`src/rtl/spi_frame_tx_if.sv`:
```
// Word handshake and SPI pin bundle for spi_frame_tx.
// The master side supplies words and the slave side drives the serial pins.
interface spi_frame_tx_if #(
  parameter int FRAME_BITS = 48
);
  logic [FRAME_BITS-1:0] frame;
  logic                  in_valid;
  logic                  in_ready;
  logic                  sck;
  logic                  sdo;
  logic                  cs_n;
  logic                  busy;
  logic                  done;

  modport master (
    output frame, in_valid,
    input  in_ready, sck, sdo, cs_n, busy, done
  );

  modport slave (
    input  frame, in_valid,
    output in_ready, sck, sdo, cs_n, busy, done
  );
endinterface

```
`src/rtl/spi_frame_tx.sv`:
```
// Mode-0 SPI transmitter: one latched word per cs_n frame, MSB first.
// sck, sdo and cs_n come straight from flops.
module spi_frame_tx #(
  parameter int FRAME_BITS = 48,
  parameter int DIV_HALF   = 5
) (
  input  logic          clk,
  input  logic          reset_n,
  spi_frame_tx_if.slave bus
);
  localparam int PW = $clog2(DIV_HALF + 1);
  localparam int BW = $clog2(FRAME_BITS + 1);
  localparam logic [PW-1:0] PH_LAST  = PW'(DIV_HALF - 1);
  localparam logic [BW-1:0] BIT_LAST = BW'(FRAME_BITS);

  typedef enum logic [1:0] {
    IDLE,
    SETUP,
    HIGH,
    LOW
  } state_e;

  state_e                state_q, state_d;
  logic [PW-1:0]         ph_q, ph_d;
  logic [BW-1:0]         bit_q, bit_d;
  logic [FRAME_BITS-1:0] sh_q, sh_d;
  logic                  sck_q, sck_d;
  logic                  sdo_q, sdo_d;
  logic                  cs_n_q, cs_n_d;
  logic                  done_q, done_d;
  logic                  ph_end;

  assign ph_end = (ph_q == PH_LAST);

  always_ff @(posedge clk) begin
    if (!reset_n) begin
      state_q <= IDLE;
      ph_q    <= '0;
      bit_q   <= '0;
      sh_q    <= '0;
      sck_q   <= 1'b0;
      sdo_q   <= 1'b0;
      cs_n_q  <= 1'b1;
      done_q  <= 1'b0;
    end else begin
      state_q <= state_d;
      ph_q    <= ph_d;
      bit_q   <= bit_d;
      sh_q    <= sh_d;
      sck_q   <= sck_d;
      sdo_q   <= sdo_d;
      cs_n_q  <= cs_n_d;
      done_q  <= done_d;
    end
  end

  // bit_q counts rising sck edges issued so far in this frame
  always_comb begin
    state_d = state_q;
    ph_d    = ph_q;
    bit_d   = bit_q;
    sh_d    = sh_q;
    sck_d   = sck_q;
    sdo_d   = sdo_q;
    cs_n_d  = cs_n_q;
    done_d  = 1'b0;
    unique case (state_q)
      IDLE: begin
        if (bus.in_valid) begin
          state_d = SETUP;
          sh_d    = bus.frame;
          sdo_d   = bus.frame[FRAME_BITS-1];
          cs_n_d  = 1'b0;
          sck_d   = 1'b0;
          ph_d    = '0;
          bit_d   = '0;
        end
      end
      SETUP: begin
        if (ph_end) begin
          state_d = HIGH;
          ph_d    = '0;
          sck_d   = 1'b1;
          bit_d   = bit_q + 1'b1;
        end else begin
          ph_d = ph_q + 1'b1;
        end
      end
      HIGH: begin
        if (ph_end) begin
          state_d = LOW;
          ph_d    = '0;
          sck_d   = 1'b0;
          if (bit_q != BIT_LAST) begin
            sh_d  = sh_q << 1;
            sdo_d = sh_d[FRAME_BITS-1];
          end
        end else begin
          ph_d = ph_q + 1'b1;
        end
      end
      LOW: begin
        if (ph_end) begin
          ph_d = '0;
          if (bit_q == BIT_LAST) begin
            state_d = IDLE;
            cs_n_d  = 1'b1;
            sdo_d   = 1'b0;
            done_d  = 1'b1;
            bit_d   = '0;
          end else begin
            state_d = HIGH;
            sck_d   = 1'b1;
            bit_d   = bit_q + 1'b1;
          end
        end else begin
          ph_d = ph_q + 1'b1;
        end
      end
      default: state_d = IDLE;
    endcase
  end

  assign bus.in_ready = (state_q == IDLE);
  assign bus.busy     = (state_q != IDLE);
  assign bus.sck      = sck_q;
  assign bus.sdo      = sdo_q;
  assign bus.cs_n     = cs_n_q;
  assign bus.done     = done_q;
endmodule
```
`src/flat_wrapper.sv`:
```
// flat-port wrapper written by rule: the top's interface ports become plain ports
module spi_frame_tx_flat 
#(
  parameter int FRAME_BITS = 48,
  parameter int DIV_HALF   = 5
)
  (clk, reset_n, bus_frame, bus_in_valid, bus_in_ready, bus_sck, bus_sdo, bus_cs_n, bus_busy, bus_done);
  spi_frame_tx_if #(.FRAME_BITS(FRAME_BITS)) bus_i ();
  input  logic clk;
  input  logic reset_n;
  input wire logic [$bits(bus_i.frame)-1:0] bus_frame;
  input wire logic [$bits(bus_i.in_valid)-1:0] bus_in_valid;
  output wire logic [$bits(bus_i.in_ready)-1:0] bus_in_ready;
  output wire logic [$bits(bus_i.sck)-1:0] bus_sck;
  output wire logic [$bits(bus_i.sdo)-1:0] bus_sdo;
  output wire logic [$bits(bus_i.cs_n)-1:0] bus_cs_n;
  output wire logic [$bits(bus_i.busy)-1:0] bus_busy;
  output wire logic [$bits(bus_i.done)-1:0] bus_done;
  assign bus_i.frame = bus_frame;
  assign bus_i.in_valid = bus_in_valid;
  assign bus_in_ready = bus_i.in_ready;
  assign bus_sck = bus_i.sck;
  assign bus_sdo = bus_i.sdo;
  assign bus_cs_n = bus_i.cs_n;
  assign bus_busy = bus_i.busy;
  assign bus_done = bus_i.done;
  spi_frame_tx #(.FRAME_BITS(FRAME_BITS), .DIV_HALF(DIV_HALF)) u_core (.clk(clk), .reset_n(reset_n), .bus(bus_i));
endmodule
```
`config.mk`:
```
export PLATFORM = sky130hd
export DESIGN_NAME = spi_frame_tx_flat
export DESIGN_NICKNAME = d
export VERILOG_FILES = /design/src/rtl/spi_frame_tx_if.sv /design/src/rtl/spi_frame_tx.sv /design/src/flat_wrapper.sv
export SDC_FILE = /design/constraint.sdc
export NUM_CORES = 1
export LEC_CHECK = 0
export BUFFER_PORTS_ARGS = -buffer_cell sky130_fd_sc_hd__buf_2
export CAP_MARGIN = 25
export CELL_PAD_IN_SITES_DETAIL_PLACEMENT = 0
export CELL_PAD_IN_SITES_GLOBAL_PLACEMENT = 2
export CORE_MARGIN = 3
export CORE_UTILIZATION = 34
export CTS_CLUSTER_SIZE = 30
export DETAILED_ROUTE_END_ITERATION = 6
export PLACE_DENSITY = 0.83
export SLEW_MARGIN = 10
export SYNTH_ARGS = -nofsm -noshare
export SYNTH_HDL_FRONTEND = slang
export SYNTH_SLANG_ARGS = --single-unit
```
`constraint.sdc`:
```
create_clock -name clk -period 2.05 [get_ports clk]
set_clock_uncertainty 0.2 [all_clocks]
set_input_delay 0.3075 -clock clk [delete_from_list [all_inputs] [get_ports clk]]
set_output_delay 0.3075 -clock clk [all_outputs]
set_load 0.05 [all_outputs]
```
==> reports/metrics.cfg, run 1 <==
[outcome]
outcome=completed

[floorplanning]
start_util_pct=35.0
floorplan.die_area_mm2=0.0102
top_level_ports=57
core.rowCount=34
floorplan.core_area_mm2=0.00876
die_width_um=101
chipHeight_um=101

[routing]
drc_errors=0
drt-wirelength-per-cell_um=15.4
route.vias.total=2508
drt-vias-per-instance=5.32
first_pass_iters=4
final_wirelength_um=7250
antenna_violating_nets_post_route=0
drt-initial-drc-count=94

[global_routing]
grt_most_used_layer=met2
grt_first_pass_wirelength_um=12100
maximum_number_of_pins_on_one_net_before_global_route_repair=47
grt_remaining_overflow=0
met1_resource_use_gr_pct=19.3
groute.layer.met2.usage_pct=23.5
grt.met3_usage_pct=3.18
grt_antenna_before_repair=0
groute.usage.overall_pct=14.7
grt_pass1_vias=2560

[sta]
timing.final.hold_violations=0
tns_ns=0
setup_viol_count_final=0
max_slew.worst_pin.slew_ns=0.501
max_clock_freq_mhz=519
final_worst_setup_slack_ns=0.122
final.period_utilization_pct=94.0
setup_repair_after_global_routing_missed_its_margin=false
slew_viol_final=0
min_period_ns=1.93
slew_headroom_pct=66.6

[worst_setup_path]
critPathCaptureType=flop
worst_ep_required_time_ns=2.07
timing.critical_path.from_type=flop
crit_type=reg -> reg
crit_arrival_ns=1.95
max_fanout_on_critical_path=30

[finish]
flow.area_growth_from_synthesis_pct=18.6
layout-drive-gt1-share_pct=26.7
num-fill-cells=918
insertedDiodeCount=0
nNetsFinal=413

[power_and_ir_drop]
static-leakage-power_nw=1.45
internal_power_mw=2.04
power.switching_fraction_pct=26.5
combinationalPowerShare_pct=14.5
total_power_mw=2.78
seqPwrFrac_pct=48.5
p_per_area_mw_per_mm2=762
ir_worst_vdd_mv=0.353
pwr-share-clk_pct=37.0
power.net_switching_mw=0.737

[cts]
post-cts-setup-buffers=0
clkSinkCount=62
cts_root_buffer=clkbuf_8
cts_buffers=9
insertion_delay_ns=0.33
cts.clk_slew.worst_paths_ns=0.07
htree_num_levels=3
max_root_sink_buffers=2
tritoncts=built

[logic_synthesis]
post_synth_num_cell_types=37
synth_area_per_cell_um2=10.0
netlist_area_before_placement_mm2=0.00307
yosysWarningCount=0
mappedNetlistNets=362
synthesis.instances=307
seq_area_frac_synth_pct=40.4
synth.ff_latch_count=62

[place]
final_gp_congestion=0.705
dp.final_hpwl_um=4620
buffer_ports.inserted=56
dp_slack_ns=0.144

[worst_hold_path]
timing.hold.worst.class=in -> reg

[run]
max_cap_violations=0

==> sequential cells by signal (all words and copies together), names as in the netlist <==
signal,cells
u_core.bit_q,6
u_core.bus.cs_n,1
u_core.bus.done,1
u_core.bus.sck,1
u_core.bus.sdo,1
u_core.ph_q,3
u_core.sh_q,47
u_core.state_q,2
==> layer usage <==
layer	vias to the layer above	share of wire (%)
met5	-	0
met4	0	1.2
met3	8	4.8
met2	51	45
met1	1207	48
li1	1242	-
==> logic make-up after synthesis <==
| group | count (synthesis) | share of synthesized area (%) |
|---|---|---|
| AOI/OAI and AO/OA | 72 | 22.6 |
| xor gates and xnor gates | 4 | 1.14 |
| adders and majority gates | 4 | 1.63 |
| buffers and inverters | 37 | 7.09 |
| DFF | 62 | 40.4 |
| muxes | 47 | 15.3 |
| and+or+nand+nor | 81 | 11.7 |
==> cell type report <==
cell class / count / area, µm² / area share (%)
Tap cell: 108 / 135 / 3.71
Clock buffer: 12 / 135 / 3.71
Sequential cell: 62 / 1240 / 34.2
Multi-Input combinational cell: 208 / 1640 / 45.0
Inverter: 7 / 30.0 / 0.825
Clock inverter: 4 / 47.5 / 1.31
Timing Repair Buffer: 70 / 410 / 11.3
==> path summary, 6_finish.rpt <==
kind / start / endpoint / slack (ns) / depth (start not counted)
setup / recovery: u_core.bit_q[3] / u_core.sh_q[44] / 0.12 / 5
hold reg to reg: u_core.bus.cs_n / u_core.bus.cs_n / 0.26 / 2
hold / removal: bus_frame[47] / u_core.bus.sdo / 0.09 / 3
setup reg to reg: u_core.bit_q[3] / u_core.sh_q[44] / 0.12 / 5
==> power groups by stage <==
stage                     Combinational, mW  Sequential (mW)  Clock, mW
final                                 0.402             1.35       1.03
after global routing                  0.448             1.36       1.11
after CTS                             0.408             1.35       1.06
after detailed placement              0.405             1.37          0
after global placement                0.401             1.37          0
after floorplan                       0.285             1.37          0
==> through the flow <==
step / cell area (µm²) / instances / util, % / hold slack, ns
6_report: 3640 / 471 / 41.5 / 0.0922
5_1_grt: 3640 / 471 / 41.5 / 0.114
4_1_cts: 3640 / 471 / 41.5 / 0.0788
3_5_place_dp: 3460 / 455 / 39.4 / 0.246
3_3_place_gp: 3460 / 455 / 39.4 / 0.232
2_1_floorplan: 3100 / 307 / - / 0.236
==> synth_stat cells (all sizes together) <==
library cell / n / share of area (%)
a211oi: 1 / 0.24
a21boi: 3 / 0.73
a21o: 1 / 0.24
a21oi: 5 / 0.94
a31oi: 2 / 0.41
a32oi: 1 / 0.29
a41oi: 1 / 0.29
and2: 1 / 0.20
and3: 5 / 1.0
and4bb: 1 / 0.41
buf: 18 / 4.8
clkbuf: 12 / 1.5
dfxtp: 62 / 40
ha: 4 / 1.6
inv: 7 / 0.86
mux2i: 47 / 15
nand2: 54 / 6.6
nand2b: 1 / 0.20
nand3: 3 / 0.49
nand3b: 1 / 0.24
nor2: 8 / 1.1
nor2b: 2 / 0.41
nor3: 1 / 0.16
nor3b: 3 / 0.73
o2111ai: 1 / 0.29
o211ai: 2 / 0.49
o21a: 1 / 0.24
o21ai: 6 / 0.98
o221a: 47 / 17
o31ai: 1 / 0.24
or3: 1 / 0.20
xnor2: 1 / 0.29
xor2: 3 / 0.86
==> cells in the final DEF (no fill, tap or decap), drive strengths merged, types with 5 or more instances in the layout <==
master and n:
a21oi 5, and3 5, buf 70, clkbuf 12, dfxtp 62, inv 6, mux2i 47, nand2 54
nor2 8, o21ai 6, o221a 47
==> critical path: stages, from the launching register on <==
cell      delay (ns)
dfxtp_1         0.40
and4bb_1        0.28
a21o_1          0.23
and2_2          0.21
buf_4           0.23
o221a_2         0.26
==> timing repair <==
action	4_1_cts	5_1_grt
hold buffers	0	0
setup endpoints to repair	0	1
resized for setup	0	1
No activity file was read; power rests on OpenSTA's default activity.
==> run 2, diff against run 1 <==
- PLACE_DENSITY: 0.83 -> not set
- PLACE_DENSITY_LB_ADDON: not set -> 0.1
==> run 2 against run 1 <==
  * Flip-flop and latch count unchanged
  * Largest cell class unchanged
  * Critical path type is now reg -> out
  * Highest routed layer is now met3
  * Sequential share of layout area down 0.12 points
  * Global-route usage grew 0.41 points
  * Count of clock-buffer cells in the layout did not move
  * Sequential power about the same
==> reports/metrics.cfg, run 2 (synthesis results as in run 1) <==
[outcome]
outcome=completed  ; unchanged

[place]
dp.final_hpwl_um=4600  ; was 4620 µm
buffer_ports.inserted=56  ; unchanged
dp_cells=453  ; was 455
final_gp_congestion=0.678  ; was 0.705

[cts]
clkSinkCount=62  ; unchanged
htree_num_levels=3  ; unchanged
tritoncts=built  ; unchanged
ctsResizeCount=0  ; unchanged
cts_root_buffer=clkbuf_8  ; unchanged
post-cts-setup-buffers=0  ; unchanged
postCtsHoldBufs=0  ; unchanged
cts.clk_slew.worst_paths_ns=0.07  ; about the same
insertion_delay_ns=0.33  ; about the same
cts_buffers=9  ; unchanged
max_root_sink_buffers=2  ; unchanged

[sta]
tns_ns=0  ; unchanged
max_slew.worst_pin.slew_ns=0.470  ; was 0.501 ns
setup_viol_count_final=0  ; unchanged
slew_headroom_pct=68.7  ; was 66.6%
final.period_utilization_pct=94.9  ; was 94.0%
setup_repair_after_global_routing_missed_its_margin=false  ; unchanged
slew_viol_final=0  ; unchanged
timing.final.hold_violations=0  ; unchanged
max_clock_freq_mhz=514  ; was 519 MHz
min_period_ns=1.95  ; was 1.93 ns

[worst_setup_path]
timing.rr.start=u_core.ph_q[0]  ; was u_core.bit_q[3]
worst_ep_required_time_ns=1.54  ; was 2.07 ns
crit_type=reg -> out  ; was reg -> reg
critical_path.max_stage_delay_ns=0.58  ; was 0.40 ns
setup.reg_to_reg.worst_slack_ns=0.13  ; was 0.12 ns
crit_slowest_cell=dfxtp_1  ; unchanged
timing.critical_path.buf_inv=2  ; was 1
worstReg2RegEnd=u_core.sh_q[2]  ; was u_core.sh_q[44]
crit_arrival_ns=1.44  ; was 1.95 ns
reg2reg_depth=7  ; was 5
timing.critical_path.from_type=flop  ; unchanged
worst_path_dominant_cell_family=flip-flops  ; was simple AND/OR/NAND/NOR gates
crit_cells=3  ; was 5
max_fanout_on_critical_path=9  ; was 30
critPathCaptureType=primary output  ; was flop
timing.critical_path.cells=nor2_4, clkinvlp_4, buf_2  ; was and4bb_1, a21o_1, and2_2, buf_4, o221a_2

[finish]
largest_reg_flops=47  ; unchanged
seqCellArea_mm2=0.00124  ; about the same
regMostFlops=u_core.sh_q  ; unchanged
num-fill-cells=886  ; was 918
mostFrequentLayoutCells=61 x dfxtp_1, 56 x buf_2, 54 x nand2_1  ; was 60 x dfxtp_1, 56 x buf_2, 54 x nand2_1
layout-drive-gt1-share_pct=26.6  ; was 26.7%
commonest_non_fill_non_tap_cell_in_the_layout=dfxtp_1  ; unchanged
post_layout_nonfiller_instances=469  ; was 471
finalCoreUtilization_pct=41.7  ; was 41.5%
nNetsFinal=411  ; was 413
insertedDiodeCount=0  ; unchanged
layout_top_registers=u_core.sh_q (47), u_core.bit_q (6), u_core.ph_q (3)  ; unchanged
multi_input_area_mm2=0.00164  ; unchanged
flow.area_growth_from_synthesis_pct=19.2  ; was 18.6%

[routing]
drt-wirelength-per-cell_um=15.5  ; was 15.4 µm
antenna_violating_nets_post_route=0  ; unchanged
drt-initial-drc-count=86  ; was 94
first_pass_iters=4  ; unchanged
route.vias.total=2449  ; was 2508
drc_errors=0  ; unchanged
drt-vias-per-instance=5.22  ; was 5.32
final_wirelength_um=7290  ; was 7250 µm

[floorplanning]
top_level_ports=57  ; unchanged
start_util_pct=35.0  ; unchanged
die_width_um=101  ; unchanged
floorplan.core_area_mm2=0.00876  ; unchanged
chipHeight_um=101  ; unchanged
floorplan.die_area_mm2=0.0102  ; unchanged
core.rowCount=34  ; unchanged

[worst_hold_path]
hold-path-cell-count=3  ; unchanged
min-delay-start=bus_in_valid  ; was bus_frame[47]
endpoint_of_the_worst_hold_path=u_core.ph_q[1]  ; was u_core.bus.sdo
timing.hold.worst.class=in -> reg  ; unchanged

[global_routing]
grt_antenna_before_repair=0  ; unchanged
grt.met3_usage_pct=5.33  ; was 3.18%
grt_first_pass_wirelength_um=12100  ; about the same
grt_most_used_layer=met2  ; unchanged
grt_pass1_vias=2435  ; was 2560
grt_remaining_overflow=0  ; unchanged
groute.usage.overall_pct=15.1  ; was 14.7%
met1_resource_use_gr_pct=20.0  ; was 19.3%
groute.layer.met2.usage_pct=23.5  ; about the same
maximum_number_of_pins_on_one_net_before_global_route_repair=48  ; was 47

[power_and_ir_drop]
ir_worst_vdd_mv=0.263  ; was 0.353 mV
static-leakage-power_nw=1.46  ; was 1.45 nW
p_per_area_mw_per_mm2=778  ; was 762 mW/mm²

[run]
max_cap_violations=0  ; unchanged

## run 2: cell count changes in the layout (fill, tap and decap cells not counted)
cell	delta
clkbuf_1	-2
clkbuf_8	+2
dfxtp_4	+1
buf_4	-3
dfxtp_1	+1
clkinv_2	+1
buf_12	+1
dfxtp_2	-2
clkinvlp_4	-1
## run 2: worst reg2reg max path, stage by stage (launching register included)
cell and delay, ns:
dfxtp_1 0.33, inv_1 0.06, ha_1 0.24, nand3_1 0.12
a21o_1 0.20, and2_2 0.22, buf_12 0.19, o221a_2 0.25
## run 2: where the power goes
group          total (mW)  internal, mW  switching (mW)
combinational       0.401         0.185           0.216
clock                1.10         0.623           0.474
sequential           1.35          1.29          0.0524
## run 2: stage by stage
step / area [µm²] / hold slack (ns) / total power, mW / setup WS, ns
after floorplan: 3100 / 0.236 / 1.66 / -0.00995
after global placement: 3460 / 0.250 / 1.78 / 0.180
after detailed placement: 3460 / 0.249 / 1.78 / 0.151
after CTS: 3660 / 0.117 / 2.90 / 0.0725
after global routing: 3660 / 0.139 / 3.01 / 0.0137
final: 3660 / 0.140 / 2.84 / 0.105
## run 2: worst max path at each step
stage                            from         endpoint  slack (ns)
floorplan           u_core.state_q[0]   u_core.bus.sck       -0.01
global placement       u_core.ph_q[1]  u_core.sh_q[42]        0.18
detailed placement     u_core.ph_q[0]  u_core.sh_q[44]        0.15
CTS                 u_core.state_q[0]         bus_busy        0.07
global route        u_core.state_q[0]         bus_busy        0.01
finish              u_core.state_q[0]         bus_busy        0.10
## run 2: cell type report
cell class	instances	area share [%]
Clock inverter	4	1.23
Inverter	7	0.821
Timing Repair Buffer	68	11.2
Clock buffer	12	4.24
Sequential cell	62	34.0
Tap cell	108	3.69
Multi-Input combinational cell	208	44.8
## run 2: layer usage
metal  wire, µm  part of all wire, %
met3        327                  4.5
met2       3350                   46
met5          0                    0
met1       3610                   49
met4          0                    0
==> run 3, diff against run 2 <==
- CORE_UTILIZATION: 34 -> 36
- CTS_BUF_LIST: not set -> sky130_fd_sc_hd__clkbuf_4 sky130_fd_sc_hd__clkbuf_8
==> run 3 against run 2 <==
  * Critical path depth grew 4
  * Total power down 5.0%
  * Largest cell class unchanged
  * Final area shrank 0.14%
  * Flip-flop and latch count did not move
  * Combinational power grew 2%
  * Via count is 1.4% higher
  * Largest power group unchanged
  * Count of clock-buffer cells in the layout unchanged
  * Non-clock buffer count is 3 higher
  * Final cell count stayed put
==> reports/metrics.cfg, run 3 (synthesis results as in run 1) <==
[worst_setup_path]
timing.critical_path.cells=inv_1, ha_1, nand3_1, a21o_1, and2_2, buf_12, o221a_1  ; was nor2_4, clkinvlp_4, buf_2
setup.reg_to_reg.worst_slack_ns=0.13  ; about the same
crit_arrival_ns=1.94  ; was 1.44 ns
max_fanout_on_critical_path=46  ; was 9
worst_path_dominant_cell_family=compound AO/OA/AOI/OAI gates  ; was flip-flops
critPathCaptureType=flop  ; was primary output
crit_slowest_cell=dfxtp_1  ; unchanged
crit_cells=7  ; was 3
worst_ep_required_time_ns=2.07  ; was 1.54 ns
critical_path.max_stage_delay_ns=0.34  ; was 0.58 ns
reg2reg_depth=7  ; unchanged
timing.critical_path.from_type=flop  ; unchanged
timing.critical_path.buf_inv=2  ; unchanged
crit_type=reg -> reg  ; was reg -> out

[global_routing]
met1_resource_use_gr_pct=21.0  ; was 20.0%
grt_pass1_vias=2411  ; was 2435
grt_remaining_overflow=0  ; unchanged
grt_first_pass_wirelength_um=12000  ; was 12100 µm
grt_antenna_before_repair=0  ; unchanged
groute.usage.overall_pct=15.2  ; was 15.1%
groute.layer.met2.usage_pct=22.2  ; was 23.5%
grt.met3_usage_pct=5.50  ; was 5.33%
maximum_number_of_pins_on_one_net_before_global_route_repair=47  ; was 48
grt_most_used_layer=met2  ; unchanged

[finish]
nNetsFinal=414  ; was 411
mostFrequentLayoutCells=60 x dfxtp_1, 56 x buf_2, 54 x nand2_1  ; was 61 x dfxtp_1, 56 x buf_2, 54 x nand2_1
largest_reg_flops=47  ; unchanged
regMostFlops=u_core.sh_q  ; unchanged
flow.area_growth_from_synthesis_pct=19.0  ; was 19.2%
num-fill-cells=855  ; was 886
insertedDiodeCount=0  ; unchanged
layout-drive-gt1-share_pct=27.7  ; was 26.6%
finalCoreUtilization_pct=44.2  ; was 41.7%
commonest_non_fill_non_tap_cell_in_the_layout=dfxtp_1  ; unchanged
layout_top_registers=u_core.sh_q (47), u_core.bit_q (6), u_core.ph_q (3)  ; unchanged

[worst_hold_path]
hold-path-cell-count=3  ; unchanged
timing.hold.worst.class=in -> reg  ; unchanged

[power_and_ir_drop]
ir_worst_vdd_mv=0.360  ; was 0.263 mV
static-leakage-power_nw=1.46  ; about the same
power.net_switching_mw=0.724  ; was 0.743 mW
power.switching_fraction_pct=26.8  ; was 26.1%
pwr-share-clk_pct=35.0  ; was 38.6%
p_per_area_mw_per_mm2=740  ; was 778 mW/mm²
seqPwrFrac_pct=49.8  ; was 47.3%
combinationalPowerShare_pct=15.1  ; was 14.1%
total_power_mw=2.70  ; was 2.84 mW
internal_power_mw=1.98  ; was 2.10 mW

[sta]
hold-worst-slack_ns=0.131  ; was 0.140 ns
max_clock_freq_mhz=520  ; was 514 MHz
max_slew.worst_pin.slew_ns=0.466  ; was 0.470 ns
min_period_ns=1.92  ; was 1.95 ns
setup_viol_count_final=0  ; unchanged
setup_repair_after_global_routing_missed_its_margin=false  ; unchanged
slew_headroom_pct=68.9  ; was 68.7%
slew_viol_final=0  ; unchanged
final.period_utilization_pct=93.7  ; was 94.9%
timing.final.hold_violations=0  ; unchanged

[outcome]
outcome=completed  ; unchanged

[routing]
antenna_violating_nets_post_route=0  ; unchanged
drt-vias-per-instance=5.30  ; was 5.22
first_pass_iters=4  ; unchanged
route.vias.total=2484  ; was 2449
drc_errors=0  ; unchanged
drt-initial-drc-count=66  ; was 86
drt-wirelength-per-cell_um=15.1  ; was 15.5 µm
final_wirelength_um=7060  ; was 7290 µm

[cts]
cts_root_buffer=clkbuf_8  ; unchanged
max_root_sink_buffers=2  ; unchanged
cts_buffers=9  ; unchanged
tritoncts=built  ; unchanged
insertion_delay_ns=0.34  ; was 0.33 ns
htree_num_levels=3  ; unchanged
cts.clk_slew.worst_paths_ns=0.06  ; was 0.07 ns
clkSinkCount=62  ; unchanged
postCtsHoldBufs=0  ; unchanged

[floorplanning]
start_util_pct=37.2  ; was 35.0%
floorplan.core_area_mm2=0.00826  ; was 0.00876 mm²
floorplan.die_area_mm2=0.00967  ; was 0.0102 mm²
core.rowCount=33  ; was 34
chipHeight_um=98.3  ; was 101 µm
top_level_ports=57  ; unchanged
die_width_um=98.3  ; was 101 µm

[run]
max_cap_violations=0  ; unchanged

[place]
final_gp_congestion=0.748  ; was 0.678
dp.final_hpwl_um=4570  ; was 4600 µm
buffer_ports.inserted=56  ; unchanged

## run 3: final timing paths
kind / startpoint / endpoint
min: bus_in_valid / u_core.ph_q[1]
min reg2reg: u_core.bus.cs_n / u_core.bus.cs_n
max: u_core.ph_q[0] / u_core.sh_q[31]
max reg2reg: u_core.ph_q[0] / u_core.sh_q[31]
## run 3: layout make-up
cell class | count | area (µm²) | share of cell area (%)
well taps | 105 | 131 | 3.60
clock buffers | 12 | 153 | 4.18
flip-flops and latches | 62 | 1250 | 34.1
inverters | 7 | 30.0 | 0.822
multi-input cells | 208 | 1640 | 44.9
clock inverters | 4 | 22.5 | 0.617
repair buffers | 71 | 430 | 11.8
## run 3: timing repair
item / 4_1_cts / 5_1_grt
setup endpoints to repair: 0 / 1
buffers inserted: 0 / 0
resized for setup: 0 / 1
## run 3: worst register-to-register path: stages (launching register included)
cell	delay, ns
dfxtp_1	0.34
inv_1	0.06
ha_1	0.22
nand3_1	0.12
a21o_1	0.22
and2_2	0.22
buf_12	0.18
o221a_1	0.26
## run 3: layer usage
layer / vias to the layer above / part of all wire, %
met3: 4 / 5.4
met1: 1181 / 51
met2: 55 / 42
met4: 0 / 0.71
li1: 1244 / -
met5: - / 0
## run 3: stage by stage
stage               setup TNS, ns  worst slack, ns  cells  cell area [µm²]
global placement                0            0.168    453             3480
finish                          0            0.129    469             3650
global route                    0           0.0514    469             3650
floorplan                -0.00995         -0.00995    307             3100
detailed placement              0            0.151    453             3480
CTS                             0           0.0799    469             3650
## run 3: power groups by stage
stage	Sequential (mW)	Combinational (mW)	Clock (mW)
final	1.35	0.408	0.947
after global routing	1.36	0.455	1.06
after CTS	1.35	0.414	0.998
after detailed placement	1.37	0.411	0
after global placement	1.37	0.409	0
after floorplan	1.37	0.285	0
